## config.mk

```make
export PLATFORM = sky130hd
export DESIGN_NAME = mips_divider
export DESIGN_NICKNAME = d
export VERILOG_FILES = /design/src/rtl/mips_divider.sv
export SDC_FILE = /design/constraint.sdc
export NUM_CORES = 1
export LEC_CHECK = 0
export BUFFER_PORTS_ARGS = -buffer_cell sky130_fd_sc_hd__buf_4
export CAP_MARGIN = 20
export CORE_MARGIN = 2
export CORE_UTILIZATION = 42
export DETAILED_ROUTE_END_ITERATION = 6
export GPL_ROUTABILITY_DRIVEN = 0
export HOLD_SLACK_MARGIN = 0.12
export PLACE_DENSITY = 0.65
export SYNTH_ARGS = -nofsm -noshare
export SYNTH_HDL_FRONTEND = slang
export SYNTH_SLANG_ARGS = --single-unit
```

## constraint.sdc

```tcl
create_clock -name clk -period 3.8 [get_ports clk]
set_input_delay 0 -clock clk [delete_from_list [all_inputs] [get_ports clk]]
set_output_delay 0 -clock clk [all_outputs]
set_load 0.05 [all_outputs]
```

## src/rtl/mips_divider.sv

```systemverilog
// mips_divider: iterative restoring divider for the MIPS div/divu path.
// One quotient bit per clock, WIDTH iterations from the capture edge to done.
// Optional feature macro: SIGNED_DIV_EN compiles in signed division
// (magnitude conversion of the operands and sign fixup of the results).
// Without it every operation is unsigned and is_signed is ignored.
module mips_divider #(
  parameter int WIDTH = 32
) (
  input  logic             clk,
  input  logic             rst_n,
  input  logic             start,
  input  logic             is_signed,
  input  logic [WIDTH-1:0] dividend,
  input  logic [WIDTH-1:0] divisor,
  output logic             busy,
  output logic             done,
  output logic [WIDTH-1:0] quotient,
  output logic [WIDTH-1:0] remainder,
  output logic             div_zero
);

  localparam int CW = (WIDTH > 1) ? $clog2(WIDTH) : 1;
  localparam logic [CW-1:0] LAST_CNT = CW'(WIDTH - 1);

  typedef enum logic {
    S_IDLE = 1'b0,
    S_CALC = 1'b1
  } state_t;

`ifdef SIGNED_DIV_EN
  // Two's-complement negation used for magnitudes and sign fixup.
  function automatic logic [WIDTH-1:0] neg2(input logic [WIDTH-1:0] v);
    return (~v) + WIDTH'(1);
  endfunction
`endif

  state_t           state_q, state_d;
  logic [CW-1:0]    cnt_q, cnt_d;
  logic [WIDTH-1:0] rem_q, rem_d;        // partial remainder
  logic [WIDTH-1:0] quo_q, quo_d;        // dividend bits shifting out, quotient bits in
  logic [WIDTH-1:0] dmag_q, dmag_d;      // divisor magnitude
  logic             dz_q, dz_d;          // captured divisor was zero
  logic [WIDTH-1:0] quotient_q, quotient_d;
  logic [WIDTH-1:0] remainder_q, remainder_d;
  logic             div_zero_q, div_zero_d;
  logic             done_q, done_d;
`ifdef SIGNED_DIV_EN
  logic             negq_q, negq_d;      // operand signs differ
  logic             negr_q, negr_d;      // dividend was negative
`else
  logic             unused_is_signed;
  assign unused_is_signed = is_signed;
`endif

  logic [WIDTH:0]   trial;
  logic [WIDTH-1:0] rem_step, quo_step;
  logic [WIDTH-1:0] quo_fix, rem_fix;

  // One restoring step: shift {rem, quo} left, trial-subtract the divisor.
  always_comb begin
    trial = {rem_q, quo_q[WIDTH-1]} - {1'b0, dmag_q};
    if (!trial[WIDTH]) begin
      rem_step = trial[WIDTH-1:0];
      quo_step = {quo_q[WIDTH-2:0], 1'b1};
    end else begin
      rem_step = {rem_q[WIDTH-2:0], quo_q[WIDTH-1]};
      quo_step = {quo_q[WIDTH-2:0], 1'b0};
    end
  end

  // Sign fixup of the final step; a negative dividend gives a negative remainder.
  always_comb begin
`ifdef SIGNED_DIV_EN
    quo_fix = negq_q ? neg2(quo_step) : quo_step;
    rem_fix = negr_q ? neg2(rem_step) : rem_step;
`else
    quo_fix = quo_step;
    rem_fix = rem_step;
`endif
  end

  // Next-state and datapath control: capture in IDLE, iterate in CALC.
  always_comb begin
    state_d     = state_q;
    cnt_d       = cnt_q;
    rem_d       = rem_q;
    quo_d       = quo_q;
    dmag_d      = dmag_q;
    dz_d        = dz_q;
    quotient_d  = quotient_q;
    remainder_d = remainder_q;
    div_zero_d  = div_zero_q;
    done_d      = 1'b0;
`ifdef SIGNED_DIV_EN
    negq_d      = negq_q;
    negr_d      = negr_q;
`endif
    case (state_q)
      S_IDLE: begin
        if (start) begin
          state_d = S_CALC;
          cnt_d   = {CW{1'b0}};
          rem_d   = {WIDTH{1'b0}};
          dz_d    = (divisor == {WIDTH{1'b0}});
`ifdef SIGNED_DIV_EN
          negr_d  = is_signed & dividend[WIDTH-1];
          negq_d  = is_signed & (dividend[WIDTH-1] ^ divisor[WIDTH-1]);
          quo_d   = (is_signed & dividend[WIDTH-1]) ? neg2(dividend) : dividend;
          dmag_d  = (is_signed & divisor[WIDTH-1])  ? neg2(divisor)  : divisor;
`else
          quo_d   = dividend;
          dmag_d  = divisor;
`endif
        end else begin
          state_d = S_IDLE;
        end
      end
      S_CALC: begin
        rem_d = rem_step;
        quo_d = quo_step;
        cnt_d = cnt_q + CW'(1);
        if (cnt_q == LAST_CNT) begin
          // Divide by zero: the remainder path already restores the original
          // dividend bits; only the quotient needs forcing to all ones.
          state_d     = S_IDLE;
          cnt_d       = {CW{1'b0}};
          quotient_d  = dz_q ? {WIDTH{1'b1}} : quo_fix;
          remainder_d = rem_fix;
          div_zero_d  = dz_q;
          done_d      = 1'b1;
        end else begin
          state_d = S_CALC;
        end
      end
      default: begin
        state_d = S_IDLE;
      end
    endcase
  end

  // State and datapath registers with asynchronous active-low reset.
  always_ff @(posedge clk or negedge rst_n) begin
    if (!rst_n) begin
      state_q     <= S_IDLE;
      cnt_q       <= {CW{1'b0}};
      rem_q       <= {WIDTH{1'b0}};
      quo_q       <= {WIDTH{1'b0}};
      dmag_q      <= {WIDTH{1'b0}};
      dz_q        <= 1'b0;
      quotient_q  <= {WIDTH{1'b0}};
      remainder_q <= {WIDTH{1'b0}};
      div_zero_q  <= 1'b0;
      done_q      <= 1'b0;
`ifdef SIGNED_DIV_EN
      negq_q      <= 1'b0;
      negr_q      <= 1'b0;
`endif
    end else begin
      state_q     <= state_d;
      cnt_q       <= cnt_d;
      rem_q       <= rem_d;
      quo_q       <= quo_d;
      dmag_q      <= dmag_d;
      dz_q        <= dz_d;
      quotient_q  <= quotient_d;
      remainder_q <= remainder_d;
      div_zero_q  <= div_zero_d;
      done_q      <= done_d;
`ifdef SIGNED_DIV_EN
      negq_q      <= negq_d;
      negr_q      <= negr_d;
`endif
    end
  end

  assign busy      = (state_q == S_CALC);
  assign done      = done_q;
  assign quotient  = quotient_q;
  assign remainder = remainder_q;
  assign div_zero  = div_zero_q;

endmodule
```

* Word-level counts from Yosys, hierarchy flattened *
Cells that the tools add are included.

storage, ports and cells
  output and inout port bits = 67
  bits in registers = 169
  logic and storage cells = 33

cells by class
  bitwise operators = 1
  $add $sub $neg = 2
  reduce and logical (&&, ||, !) cells = 3
  equal/unequal tests = 2
  multiplexer cells = 15

operator list
  operator                                                        count
  32-bit 2-to-1 mux                                               4
  32-bit one-hot mux with 2 select lines                          2
  33-bit by 32-bit subtractor with 33-bit output                  1
  32-bit logical NOT                                              1
  5-bit 2-to-1 mux                                                2
  5-bit one-hot mux with 2 select lines                           1
  5-bit by 1-bit adder with 5-bit output (second input constant)  1
  5-bit == test (second input constant)                           1
  1-bit 2-to-1 mux                                                5
  2-bit AND reduction                                             2
  2-bit inequality test (second input constant)                   1
  1-bit one-hot mux with 2 select lines                           1
  1-bit NOT                                                       1

* Longest topological paths before layout *
Gate-level depths: netlist (run 1).

  depth after elaboration = 3
  gate-level depth with buffers = 14

* Worst setup path after synthesis (run 1) *
No wires, ideal clock.

  path kind = register -> register
  from = register quo_q[31]
  to = register rem_q[12]
  required time = 3680 ps
  setup time = 120 ps
  path slack = 820 ps
  buffers on the path = 1
  cell stages (with the launch flop) = 15
  arrival = 2860 ps
  cell sequence = dfrtp_1 inv_1 ha_1 inv_1 fa_1 a21oi_1 o211ai_2 a21oi_4 o22ai_2 a311o_1 o211ai_4 buf_6 mux2i_1 nor2_1 a31o_1

on the way
  word-level cells in the longest chain between the ends = 3

RTL lines
  item                                            RTL line  source
  from (decl)                                     40        logic [WIDTH-1:0] quo_q, quo_d;
  from (signal assigned)                          147       quo_q <= {WIDTH{1'b0}};
  from (signal assigned)                          162       quo_q <= quo_d;
  33-bit by 32-bit subtractor with 33-bit output  61        trial = {rem_q, quo_q[WIDTH-1]} - {1'b0, dmag_q};
  32-bit 2-to-1 mux                               62        if (!trial[WIDTH]) begin
  32-bit one-hot mux with 2 select lines          98        case (state_q)
  to (signal assigned)                            146       rem_q <= {WIDTH{1'b0}};
  to (signal assigned)                            161       rem_q <= rem_d;
  to (decl)                                       39        logic [WIDTH-1:0] rem_q, rem_d;

Every way passes these cells.
A chain may end at the register's enable or synchronous reset.

* Final worst setup path (run 1) *
  from = register quo_q[31]
  to = register rem_q[7]

Same word-level chain as after synthesis.

==> impl_metrics.toml, run 1 <==
[floorplanning]
dieArea_um2 = 22100
die_x_um = 149
fp.dieH_um = 149
ioPinCount = 135
fp.coreArea_um2 = 20400
start_util = 0.431
num_rows = 52

[drt]
vias_per_cell = 5.18
num_vias = 7305
drt_iter0_drc = 460
wirelength_mm = 22.0
drc = 0
firstDrtPassIters = 4
wl_per_cell_um = 15.6
ant_nets = 0

[global_routing]
gr-total-overflow = 0
grtUsageTotal = 0.205
antenna_found_initial = 0
grt_pass1_vias = 7095
grt_pass1_wl_mm = 36.2
grt_max_degree = 112

[setup_path]
cp.required_ns = 4.13
cp-end-kind = "flop"
worstPathMaxFanout = 18
path_class = "reg -> reg"
path_cells = "inv_1, ha_1, inv_1, fa_1, a21oi_1, o211ai_2, a21oi_4, o22ai_2, a311o_1, o211ai_4, buf_4, mux2i_1, nor2_1, a31o_2"
cp_top_family = "compound AO/OA/AOI/OAI gates"
arrival_ns = 3.72
cp-start-kind = "flop"
critPathMaxStageDelay_ns = 0.40
path_common_cell = "inv_1"
crit_slowest_cell = "dfrtp_1"
cp_num_buf_inv = 3

[final_layout]
drive_gt1_frac = 0.177
area_growth_syn_to_layout_pct = 27.8
n_fill_cell = 1832
regArea_um2 = 4230
multi_input_area_um2 = 4160
finalNetCount = 1229
diodes = 0

[clocking]
clkTransAtPathRegs_ns = 0.07
cts_root_buffer = "clkbuf_16"
cts_setup_buffers = 0
cts.sinks = 169
htreeDepth = 4
clkLatencyLatePin_ns = 0.44
cts_tree = "built"
cts_made_buffers = 17
cts_buffer_depth = 2

[synthesis]
yosysMostFrequentCell = "nand2_1"
ys_seq_area_frac = 0.482
synthCells = 952
postSynthAreaPerCell_um2 = 9.22
synth.top_cell.area_share = 0.482
synth_flop_cell = "dfrtp_1"
synth_area_leader_cell = "dfrtp_1"
synth_nets = 1055
synth_edf_count = 0
ys_types = 59
synth_area_um2 = 8780
async_flop_share = 1.00
yosys-top-cells-count = "214 x nand2_1, 169 x dfrtp_1, 133 x o21ai_0"
yosys-top-cells-area = "dfrtp_1 48%, nand2_1 9.1%, o21ai_0 7.6%"
ys_ff_latch = 169
yosysWarnings = 0

[sta]
rsz0062_at_grt = "no"
worst_pin_slew_ns = 1.06
drv_slew = 0
tns_ns = 0
timing.slew.headroom = 0.294
period_share = 0.891
final_hold_viol_count = 0
period_needed_ns = 3.39
fmax_mhz = 295
fin_skew_ns = 0.00936
setup_viol = 0

[hold_path]
hold_class = "in -> reg"

[place]
portBuffers = 133
hpwl_mm = 14.5

[outcome]
status = "finished clean"

[run]
max-cap-violations = 0
==> timing repair <==
| item | in CTS | in global routing |
|---|---|---|
| gates resized for setup | 0 | 0 |
| hold buffers | 65 | 1 |
| hold endpoints to repair | 174 | 13 |
==> placed cells by master (no fill, tap or decap), drive strengths merged, types with 3 or more instances in the layout <==
| master | instances |
|---|---|
| nand2b | 5 |
| xor2 | 5 |
| o21a | 4 |
| nor4 | 8 |
| nor2 | 21 |
| a21o | 14 |
| inv | 53 |
| nor3 | 3 |
| a31o | 8 |
| a31oi | 7 |
| a21oi | 40 |
| ha | 34 |
| and3 | 11 |
| clkbuf | 18 |
| xnor2 | 23 |
| mux2i | 54 |
| buf | 144 |
| nor2b | 5 |
| o21bai | 5 |
| nand3 | 13 |
| dlygate4sd3 | 66 |
| nand2 | 214 |
| o211ai | 4 |
| dfrtp | 169 |
| clkinvlp | 3 |
| o21ai | 144 |
| nand4 | 7 |
| o22ai | 22 |
| o221ai | 3 |
| o31ai | 5 |
==> state kept, by name, indices dropped and copies added (netlist names) <==
register / flops
busy: 1
cnt_q: 5
div_zero: 1
dmag_q: 32
done: 1
dz_q: 1
quo_q: 32
quotient: 32
rem_q: 32
remainder: 32
==> metrics by stage <==
stage               area, µm²  setup slack, ns  std cells  utilization  hold WS, ns
global route            11200           0.0858       1409        0.551        0.280
detailed placement       9970            0.397       1310        0.489        0.220
CTS                     11200            0.376       1407        0.549        0.220
finish                  11200            0.415       1409        0.551        0.219
floorplan                8780            0.820        952            -       -0.296
global placement         9970            0.446       1310        0.489        0.214
==> area by class of cell <==
cell class                      count  share of cell area
Sequential cell                   169               0.377
Clock buffer                       18              0.0391
Inverter                           44              0.0147
Tap cell                          270              0.0301
Timing Repair Buffer              210               0.157
Clock inverter                     14              0.0115
Multi-Input combinational cell    684               0.370
==> cells by family (layout without fill, tap and decap cells) <==
family / count (synthesis) / after routing / share of synthesized area
and+or+nand+nor: 292 / 292 / 0.139
AOI/OAI and AO/OA: 273 / 273 / 0.190
DFF: 169 / 169 / 0.482
buffers and inverters: 99 / 286 / 0.0466
muxes: 56 / 56 / 0.0641
adders and majority gates: 35 / 35 / 0.0507
xor gates and xnor gates: 28 / 28 / 0.0279
==> worst register-to-register path, stage by stage (launching register included) <==
cell	delay, ns
dfrtp_1	0.40
inv_1	0.06
ha_1	0.17
inv_1	0.06
fa_1	0.40
a21oi_1	0.24
o211ai_2	0.18
a21oi_4	0.22
o22ai_2	0.19
a311o_1	0.40
o211ai_4	0.10
buf_4	0.31
mux2i_1	0.29
nor2_1	0.06
a31o_2	0.22
==> final timing paths <==
kind | start | end | slack, ns | cells past startpoint
setup / recovery | quo_q[31] | rem_q[7] | 0.41 | 14
hold / removal | start | rem_q[31] | 0.22 | 4
setup reg to reg | quo_q[31] | rem_q[7] | 0.41 | 14
hold reg to reg | quotient[1] | quotient[1] | 0.47 | 2
max in group asynchronous | rst_n | rem_q[20] | 2.14 | 5
min in group asynchronous | rst_n | quotient[16] | 0.49 | 3
==> layer usage <==
metal / wire length (µm) / vias up / GRT usage
met3: 863 / 23 / 0.0291
met4: 344 / 0 / 0.0590
met5: 0 / - / 0
li1: - / 3659 / -
met1: 10700 / 3473 / 0.295
met2: 10000 / 150 / 0.326
Power of run 1 is left out: the tool's default activity adds up to more than one toggle a clock period on the data nets, which glitch-free logic cannot reach.
==> run 2, diff against run 1 <==
Settings changed: RECOVER_POWER set to 25.
Clock period 3.8 ns to 3.2 ns, I/O delays scaled along.
==> run 2 against run 1 <==
  * The run now ends with max-capacitance violations, max-slew violations left
  * Die area stayed put
  * Sequential share of layout area fell by 0.99 points
  * Cell count is 1.1% higher
  * Final area rose by 2.7%
  * Routed wire length up 3.7%
  * Utilization increased by 1.5 points
  * Clock skew rose by 0.0039 ns
  * First-iteration DRC count decreased by 3.9%
  * Critical path depth unchanged
  * Critical endpoint is now rem_q[5]
  * Largest cell class unchanged
==> impl_metrics.toml, run 2 (synthesis results as in run 1) <==
[outcome]
status = "complete, but fails checks"
violations = "max-capacitance violations, max-slew violations"

[floorplanning]
fp.dieH_um = 149
ioPinCount = 135
num_rows = 52
dieArea_um2 = 22100
start_util = 0.431
die_x_um = 149
fp.coreArea_um2 = 20400

[sta]
period_needed_ns = 3.09
worst_pin_slew_ns = 2.02
period_share = 0.965
tns_ns = 0
fmax_mhz = 324
timing.slew.headroom = -0.346
fin_skew_ns = 0.0133
rsz0062_at_grt = "yes"
setup_viol = 0
final_hold_viol_count = 0
drv_slew = 77

[clocking]
clkLatencyLatePin_ns = 0.44
cts_buffer_depth = 2
cts_tree = "built"
cts.sinks = 169
htreeDepth = 4
cts_root_buffer = "clkbuf_16"
cts_made_buffers = 17
clkTransAtPathRegs_ns = 0.07

[final_layout]
layout_commonest_cell = "nand2_1"
regArea_um2 = 4230
diodes = 0
final_cell_mix = "213 x nand2_1, 168 x dfrtp_1, 141 x buf_4"
area_growth_syn_to_layout_pct = 31.3
n_fill_cell = 1839
multi_input_area_um2 = 4230
finalNetCount = 1245
drive_gt1_frac = 0.187

[setup_path]
cp-start-kind = "flop"
worstPathMaxFanout = 8
path_class = "reg -> reg"
path_cells = "inv_1, ha_2, inv_2, fa_2, a21oi_2, o211ai_2, a21oi_4, o22ai_4, a311o_1, o211ai_4, buf_12, mux2i_4, nor2_1, a31o_2"
cp-end-kind = "flop"
arrival_ns = 3.41
crit_slowest_cell = "a311o_1"
cp.required_ns = 3.52
cp_num_buf_inv = 3
critPathMaxStageDelay_ns = 0.41
cp_top_family = "compound AO/OA/AOI/OAI gates"

[global_routing]
grt_max_degree = 78
grt_pass1_vias = 7279
gr-total-overflow = 0
antenna_found_initial = 0
grt_pass1_wl_mm = 36.8
grtUsageTotal = 0.208

[drt]
wl_per_cell_um = 16.0
ant_nets = 0
vias_per_cell = 5.27
drt_iter0_drc = 442
wirelength_mm = 22.8
drc = 0
num_vias = 7508
firstDrtPassIters = 5

[hold_path]
hold_class = "in -> reg"

[place]
portBuffers = 133
hpwl_mm = 15.2

[run]
max-cap-violations = 1
## run 2: cell count changes in the layout (fill, tap and decap cells not counted), sizes merged
cell      previous run  this run
clkbuf              18        30
inv                 53        50
buf                144       148
clkinvlp             3         2
bufinv               0         4
## run 2: final cells by class
type                       count  share of cell area
clock inverter                14              0.0182
timing repair buffer         226               0.167
inverter                      44              0.0143
sequential                   169               0.367
multi-input combinational    684               0.367
tap                          270              0.0293
clock buffer                  18              0.0372
## run 2: path summary, 6_finish.rpt
check                             start            to  slack, ns  depth (start not counted)
min reg2reg                quotient[27]  quotient[27]       0.47                          2
max in group asynchronous         rst_n          busy       1.19                          2
min                         divisor[24]    dmag_q[24]       0.32                          4
max reg2reg                   quo_q[31]      rem_q[5]       0.11                         14
min in group asynchronous         rst_n     quo_q[14]       0.64                          2
max                           quo_q[31]      rem_q[5]       0.11                         14
## run 2: what timing repair did
item                       4_1_cts  5_1_grt
hold endpoints to repair       152        0
setup buffers                    0        8
hold buffers                    66        0
setup endpoints to repair        0       58
resized for setup                0       15
## run 2: stage by stage
step	instance area, µm²	hold slack (ns)	instances	util	setup WS, ns
global route	11500	0.327	1425	0.566	-0.0509
detailed placement	10100	0.0887	1317	0.494	0.0476
finish	11500	0.316	1425	0.566	0.113
floorplan	8780	-0.296	952	-	0.220
global placement	10100	0.0880	1317	0.494	0.151
CTS	11400	0.199	1415	0.558	0.0246
## run 2: worst register-to-register path, delay by kind of cell (launching register included)
family	cells	cell delay (ns)
multiplexers	1	0.23
AO/OA/AOI/OAI	7	1.45
flip-flops	1	0.40
adder cells (fa/ha/maj)	2	0.54
buffers and inverters	3	0.31
AND/OR/NAND/NOR	1	0.06
## run 2: routing by layer
metal  share of wire  track usage  vias to the layer above
li1                -            -                     3679
met1            0.48        0.289                     3595
met2            0.46        0.339                      205
met3           0.043       0.0328                       29
met4           0.019       0.0633                        0
met5               0            0                        -
Power of run 2 is left out for the same reason.
